==> src/rtl/bcd_to_bin_pkg.sv <==
// Shared constants and state encoding for the two-digit BCD-to-binary converter.
package bcd_pkg;

    typedef enum logic [1:0] {
        IDLE,
        SHIFT,
        DONE
    } state_t;

    localparam int unsigned BCD_DIGITS  = 2;
    localparam int unsigned DIGIT_W     = 4;
    localparam int unsigned BCD_W       = BCD_DIGITS * DIGIT_W;
    localparam int unsigned BIN_W       = 8;
    localparam int unsigned SHIFT_COUNT = 8;

    localparam logic [DIGIT_W-1:0] CORR_THRESH = 4'd8;
    localparam logic [DIGIT_W-1:0] CORR_SUB    = 4'd3;
    localparam logic [DIGIT_W-1:0] BCD_MAX     = 4'd9;

endpackage

==> src/rtl/bcd_to_bin_if.sv <==
// Request/result handshake between the digit entry logic and the converter.
interface bcd_to_bin_if;
    import bcd_pkg::*;

    logic               start;
    logic [DIGIT_W-1:0] tens;
    logic [DIGIT_W-1:0] ones;
    logic               ready;
    logic               done;
    logic               err;
    logic [BIN_W-1:0]   binary;

    modport master (
        output start, tens, ones,
        input  ready, done, err, binary
    );

    modport slave (
        input  start, tens, ones,
        output ready, done, err, binary
    );

endinterface

==> src/rtl/bcd_digit_corr.sv <==
// Reverse double dabble digit correction: subtract 3 when the digit is 8 or more.
module bcd_digit_corr
    import bcd_pkg::*;
(
    input  logic [DIGIT_W-1:0] digit,
    output logic [DIGIT_W-1:0] corr
);

    always_comb begin
        corr = digit;
        if (digit >= CORR_THRESH) begin
            corr = digit - CORR_SUB;
        end
    end

endmodule

==> src/rtl/bcd_to_bin.sv <==
// Sequential two-digit BCD-to-binary converter (reverse double dabble, 8 shift cycles).
module bcd_to_bin
    import bcd_pkg::*;
(
    input  logic         clk,
    input  logic         rst,
    bcd_to_bin_if.slave  bus
);

    localparam logic [3:0] LAST_ITER = 4'(SHIFT_COUNT - 1);

    state_t             state;
    logic [BCD_W-1:0]   bcd;
    logic [BIN_W-1:0]   shr;
    logic [3:0]         cnt;
    logic [15:0]        shifted;
    logic [DIGIT_W-1:0] tens_corr;
    logic [DIGIT_W-1:0] ones_corr;

    // {bcd, shr} moved right as one word; the bcd LSB falls into the shr MSB
    assign shifted = {1'b0, bcd, shr[BIN_W-1:1]};

    bcd_digit_corr u_tens_corr (
        .digit (shifted[15:12]),
        .corr  (tens_corr)
    );

    bcd_digit_corr u_ones_corr (
        .digit (shifted[11:8]),
        .corr  (ones_corr)
    );

    always_ff @(posedge clk) begin
        if (rst) begin
            state      <= IDLE;
            bus.ready  <= 1'b1;
            bus.done   <= 1'b0;
            bus.err    <= 1'b0;
            bus.binary <= '0;
            bcd        <= '0;
            shr        <= '0;
            cnt        <= '0;
        end else begin
            case (state)
                IDLE: begin
                    if (bus.start) begin
                        bcd       <= {bus.tens, bus.ones};
                        shr       <= '0;
                        cnt       <= '0;
                        bus.ready <= 1'b0;
                        if (bus.tens > BCD_MAX || bus.ones > BCD_MAX) begin
                            state      <= DONE;
                            bus.binary <= '0;
                            bus.err    <= 1'b1;
                            bus.done   <= 1'b1;
                        end else begin
                            state   <= SHIFT;
                            bus.err <= 1'b0;
                        end
                    end
                end
                SHIFT: begin
                    bcd <= {tens_corr, ones_corr};
                    shr <= shifted[BIN_W-1:0];
                    cnt <= cnt + 4'd1;
                    if (cnt == LAST_ITER) begin
                        bus.binary <= shifted[BIN_W-1:0];
                        bus.done   <= 1'b1;
                        state      <= DONE;
                    end
                end
                DONE: begin
                    bus.done  <= 1'b0;
                    bus.ready <= 1'b1;
                    state     <= IDLE;
                end
                default: begin
                    state <= IDLE;
                end
            endcase
        end
    end

    // A legal conversion always drains the BCD register and yields a value below 128
    assert property (@(posedge clk) disable iff (rst)
        (state == DONE && !bus.err) |-> (bcd == '0 && !bus.binary[BIN_W-1]));

endmodule

==> src/flat_wrapper.sv <==
// flat-port wrapper written by rule: the top's interface ports become plain ports
module bcd_to_bin_flat import bcd_pkg::*;
  (clk, rst, bus_start, bus_tens, bus_ones, bus_ready, bus_done, bus_err, bus_binary);
  bcd_to_bin_if bus_i ();
  input  logic clk;
  input  logic rst;
  input wire logic [$bits(bus_i.start)-1:0] bus_start;
  input wire logic [$bits(bus_i.tens)-1:0] bus_tens;
  input wire logic [$bits(bus_i.ones)-1:0] bus_ones;
  output wire logic [$bits(bus_i.ready)-1:0] bus_ready;
  output wire logic [$bits(bus_i.done)-1:0] bus_done;
  output wire logic [$bits(bus_i.err)-1:0] bus_err;
  output wire logic [$bits(bus_i.binary)-1:0] bus_binary;
  assign bus_i.start = bus_start;
  assign bus_i.tens = bus_tens;
  assign bus_i.ones = bus_ones;
  assign bus_ready = bus_i.ready;
  assign bus_done = bus_i.done;
  assign bus_err = bus_i.err;
  assign bus_binary = bus_i.binary;
  bcd_to_bin u_core (.clk(clk), .rst(rst), .bus(bus_i));
endmodule
==> config.mk <==
export PLATFORM = sky130hd
export DESIGN_NAME = bcd_to_bin_flat
export DESIGN_NICKNAME = d
export VERILOG_FILES = /design/src/rtl/bcd_to_bin_pkg.sv /design/src/rtl/bcd_to_bin_if.sv /design/src/rtl/bcd_digit_corr.sv /design/src/rtl/bcd_to_bin.sv /design/src/flat_wrapper.sv
export SDC_FILE = /design/constraint.sdc
export NUM_CORES = 1
export LEC_CHECK = 0
export ABC_CLOCK_PERIOD_IN_PS = 1800
export BUFFER_PORTS_ARGS = -buffer_cell sky130_fd_sc_hd__buf_4
export CAP_MARGIN = 20
export CORE_ASPECT_RATIO = 0.5
export CORE_MARGIN = 5
export CORE_UTILIZATION = 45
export DETAILED_ROUTE_END_ITERATION = 8
export HOLD_SLACK_MARGIN = 0.15
export PLACE_DENSITY = 0.67
export RECOVER_POWER = 50
export SYNTH_ARGS = -nofsm -noshare
export SYNTH_HDL_FRONTEND = slang
export SYNTH_SLANG_ARGS = --single-unit
export TNS_END_PERCENT = 20
==> constraint.sdc <==
create_clock -name clk -period 1.8 [get_ports clk]
set_clock_uncertainty 0.2 [all_clocks]
set_input_delay 0.36 -clock clk [delete_from_list [all_inputs] [get_ports clk]]
set_output_delay 0.36 -clock clk [all_outputs]
set_load 0.05 [all_outputs]
After elaboration in Yosys (flattened, before gate mapping)
Cells that the tools add are included.
- add/subtract/negate cells: 3
- mux-type cells: 23
- order comparisons: 4
- reduce and logical (&&, ||, !) cells: 11
- equal/unequal tests: 6
- operators by type and width (kind ; number):
    $pmux W8 S2 ; 3
    $mux W8 ; 5
    $mux W4 ; 3
    $gt A4 B4 Y1 const B ; 2
    $pmux W4 S2 ; 1
    $reduce_and A2 Y1 ; 4
    $reduce_and A4 Y1 ; 2
    $mux W2 ; 3
    $mux W1 ; 5
    $add A4 B1 Y4 const B ; 1
    $eq A4 B3 Y1 const B ; 1
    $ge A3 B4 Y1 const B ; 1
    $ge A4 B4 Y1 const B ; 1
    $ne A2 B1 Y1 const B ; 2
    $pmux W2 S2 ; 1
    $reduce_bool A2 Y1 ; 2
    $sub A3 B2 Y4 const B ; 1
    $sub A4 B2 Y4 const B ; 1
    $pmux W1 S3 ; 1
    $reduce_bool A3 Y1 ; 1
    $eq A2 B1 Y1 const B ; 1
    $eq A2 B2 Y1 const B ; 1
    $logic_not A2 Y1 ; 1
    $ne A2 B2 Y1 const B ; 1
    other kinds (2) ; 2
- register bits: 33
- bits of input ports: 11
- logic and storage cells: 55
- output and inout port bits: 11

Logic depth before layout (Yosys ltp)
- word-level depth: 5
- gate-level depth with buffers: 6
- mapped depth without buffers: 6

Modules after synthesis
A second synthesis with hierarchy kept.
- cell total of the unflattened synthesis: 173
- area total of the unflattened synthesis: 1596.5 um2
- by module, submodules not included (module ; seq. area each (um2) ; cells each ; area an instance (um2) ; times used):
    bcd_to_bin ; 640.6 ; 151 ; 1443.9 ; 1
    bcd_digit_corr ; 0.0 ; 11 ; 76.3 ; 2

Worst setup path after synthesis
Ideal clock, no wire load.
- kind: reg-to-reg
- from: register u_core.cnt[0]
- to: register u_core.bus.done
- period minus slack after synthesis: 1.658 ns
- cell stages (with the launch flop): 6
- setup slack: 0.142 ns
- library setup time: 0.067 ns
- path buffers: 0
- arrival: 1.392 ns
- data required time: 1.533 ns
- cells stage by stage: dfxtp_1 ha_1 nand3b_1 o21ai_4 or3b_1 a21oi_2
- word-level cells in the longest chain between the ends: 3
- ends and longest elaborated chain (item ; RTL line ; RTL):
    start: declaration ; bcd_to_bin.sv:15 ; logic [3:0] cnt;
    start signal: assignment ; bcd_to_bin.sv:65 ; cnt <= cnt + 4'd1;
    $eq A4 B3 Y1 ; bcd_to_bin.sv:66 ; if (cnt == LAST_ITER) begin
    $ne A2 B1 Y1 (no line) ; - ;
    $reduce_and A4 Y1 (no line) ; - ;
    end signal: assignment ; bcd_to_bin.sv:55 ; bus.done <= 1'b1;
    end signal: assignment ; bcd_to_bin.sv:68 ; bus.done <= 1'b1;
    end signal: assignment ; bcd_to_bin.sv:73 ; bus.done <= 1'b0;
    end: declaration ; bcd_to_bin_if.sv:20 ; output ready, done, err, binary
Every way passes these cells.
A chain may end at the register's enable or synchronous reset.

Final worst setup path
- from: register u_core.cnt[1]
- to: register u_core.bus.binary[0]
- word-level cells in the longest chain between the ends: 3
- ends and longest elaborated chain (item ; RTL line ; RTL):
    $eq A4 B3 Y1 ; bcd_to_bin.sv:66 ;
    $ne A2 B1 Y1 (no line) ; - ;
    $reduce_and A4 Y1 (no line) ; - ;
    end signal: assignment ; bcd_to_bin.sv:67 ; bus.binary <= shifted[BIN_W-1:0];
    end: declaration ; bcd_to_bin_if.sv:20 ;
Every way passes these cells.

==> impl_metrics.json <==
{
  "cts_sinks": 32,
  "place.gp.congestion": 0.748,
  "slew_headroom_pct": 71.8,
  "htreeDepth": 2,
  "wl_mm": 3.20,
  "syn_to_final_growth_pct": 22.7,
  "cp-end-kind": "flop",
  "startpoint": "u_core.cnt[1]",
  "ir_worst_vdd_v": 0.000580,
  "syn_nets": 166,
  "slew_viol_final": 0,
  "tightest_slew_ns": 0.422,
  "die_y_um": 49.2,
  "ys_seq_elements": 32,
  "synth-xor-area-share_pct": 0.635,
  "cts_setup_buffers": 0,
  "yosys.area_share.adder_pct": 2.72,
  "ant_nets": 0,
  "synthMuxAreaShare_pct": 0.816,
  "pin_count": 22,
  "power_density_nw_per_um2": 993,
  "grt_pass1_vias": 1081,
  "avgSynthCellArea_um2": 9.08,
  "period_needed_ns": 1.73,
  "critPathKind": "reg -> reg",
  "fin_nets": 197,
  "final_util_pct": 56.8,
  "clock_path_buffers": 2,
  "max_cap_violations": 0,
  "grt.total_usage_pct": 15.8,
  "min_period_over_period_pct": 96.4,
  "clock_latency_ns": 0.29,
  "hold_viol_final": 0,
  "synth_cells": 152,
  "hpwl_mm": 2.18,
  "cp_max_fo": 8,
  "grt_max_degree": 21,
  "synth_compound_area_share_pct": 22.9,
  "firstDrtPassIters": 4,
  "root_buffer": "clkbuf_8",
  "antenna_cells": 0,
  "cp_data_required_time_ns": 1.76,
  "post-synth-top-area-cell": "dfxtp_1",
  "fmax_mhz": 577,
  "syn_area_um2": 1380,
  "leakage_nw": 0.661,
  "drc_errors": 0,
  "cts_tree": "yes",
  "synth_cell_types": 33,
  "ys.warnings.count": 0,
  "drive_gt1_share_pct": 25.5,
  "path_cells": "ha_2, nand3b_1, o21ai_4, nor3b_4, o21ai_0",
  "mostFrequentLayoutCells": "dfxtp_1 (31), nor2_1 (22), buf_4 (16)",
  "synth_area_leaders": "dfxtp_1 (46%), nor2_1 (6.0%), a22oi_1 (5.4%)",
  "r2r_start": "u_core.cnt[1]",
  "synthSimpleGateAreaFrac_pct": 21.8,
  "numCtsBuffers": 5,
  "start_util_pct": 46.3,
  "synth_top_family_by_area": "compound AO/OA/AOI/OAI gates",
  "fp-row-count": 14,
  "hold_start": "bus_tens[2]",
  "final_common_cell": "dfxtp_1",
  "holdCritPathClass": "in -> reg",
  "setup_viol": 0,
  "outcome": "complete, no violations",
  "vias": 1218,
  "synth_top_area_share_pct": 46.4,
  "clk_pin_slew_worst_paths_ns": 0.07,
  "crit_path_top_delay_cell": "nor3b_4",
  "die_w_um": 88.3,
  "cp.arrival_ns": 1.70,
  "ys_seq_area_share_pct": 46.4,
  "wl_per_cell_um": 14.3,
  "critPathMaxStageDelay_ns": 0.38,
  "port_buffers": 21,
  "crit_buf_inv": 0,
  "via_per_inst": 5.44,
  "hold_ws_ns": 0.161,
  "total_power_mw": 1.68,
  "drt_iter0_drc": 45,
  "antenna_found_initial": 0,
  "core_um2": 2980,
  "grt_pass1_wl_mm": 5.15,
  "rsz0062_at_grt": "true",
  "dieArea_um2": 4340,
  "crit_family": "simple AND/OR/NAND/NOR gates",
  "grt_overflow": 0,
  "worstSetupStartpointType": "flop"
}
## stage by stage
step / instance area, µm² / std cells / worst slack, ns / setup TNS [ns]
final: 1690 / 224 / 0.0655 / 0
after global routing: 1690 / 224 / -0.0245 / -0.0808
after CTS: 1720 / 224 / 0.0623 / 0
after detailed placement: 1600 / 215 / 0.0780 / 0
after global placement: 1600 / 215 / 0.176 / 0
after floorplan: 1380 / 152 / 0.142 / 0
## sequential cells by signal (all words and copies together), names as in the netlist
signal,cells
u_core.cnt,4
u_core.bus.ready,1
u_core.bcd,8
u_core.bus.done,1
u_core.bus.binary,8
u_core.shr,7
u_core.bus.err,1
u_core.state,2
## cell type report
type                    count  area (µm²)
fillers                   287        1280
multi-input cells         109         677
flip-flops and latches     32         642
repair buffers             30         194
clock buffers               5        68.8
well taps                  40        50.0
clock inverters             3        42.5
inverters                   5        18.8
## synthesized netlist by cell type (all sizes together)
cell    number
a211oi       6
a21oi        5
a221o        1
a221oi       1
a22o         1
a22oi       10
a311oi       4
and3         1
buf          3
clkbuf       3
dfxtp       32
ha           3
inv          5
mux2         1
nand2        7
nand2b       9
nand3        9
nand3b       2
nor2        24
nor2b        1
nor3b        2
o21ai       16
o22ai        2
or2b         1
or3          1
or3b         1
xor2         1
## routing by layer
metal  global-route usage, %  part of all wire, %  vias to the layer above  routed length [µm]
li1                        -                    -                      605                   -
met1                    22.5                   52                      575                1660
met2                    20.3                   40                       30                1290
met3                    5.73                  5.7                        8                 182
met4                    8.29                  2.2                        0                  70
met5                       0                    0                        -                   0
## tightest hold or removal path, cell delays in order
cell      delay [ns]
buf_4           0.11
nand2_1         0.05
a311oi_1        0.08
## worst paths after layout
path                                             end  slack [ns]  cells past startpoint
worst max-delay path            u_core.bus.binary[0]        0.07                      5
worst min-delay path                   u_core.bcd[6]        0.16                      3
worst max register to register  u_core.bus.binary[0]        0.07                      5
worst min register to register         u_core.cnt[0]        0.26                      1
## where the power goes
part / switching (mW) / total (mW) / internal [mW]
Sequential: 0.0294 / 0.769 / 0.740
Combinational: 0.141 / 0.230 / 0.0888
Clock: 0.273 / 0.683 / 0.409
## cell families (layout without fill, tap and decap cells)
logic type / count (synthesis) / in the layout
xor gates and xnor gates: 1 / 1
AOI/OAI and AO/OA: 46 / 46
and+or+nand+nor: 58 / 58
DFF: 32 / 32
muxes: 1 / 1
adders and majority gates: 3 / 3
buffers and inverters: 11 / 43
## repair_timing
item,in CTS,in global routing
setup endpoints to repair,0,8
endpoints found under the hold margin,1,0
resized for setup,0,7
hold buffers,1,0
Power figures use the tool's default switching activity.
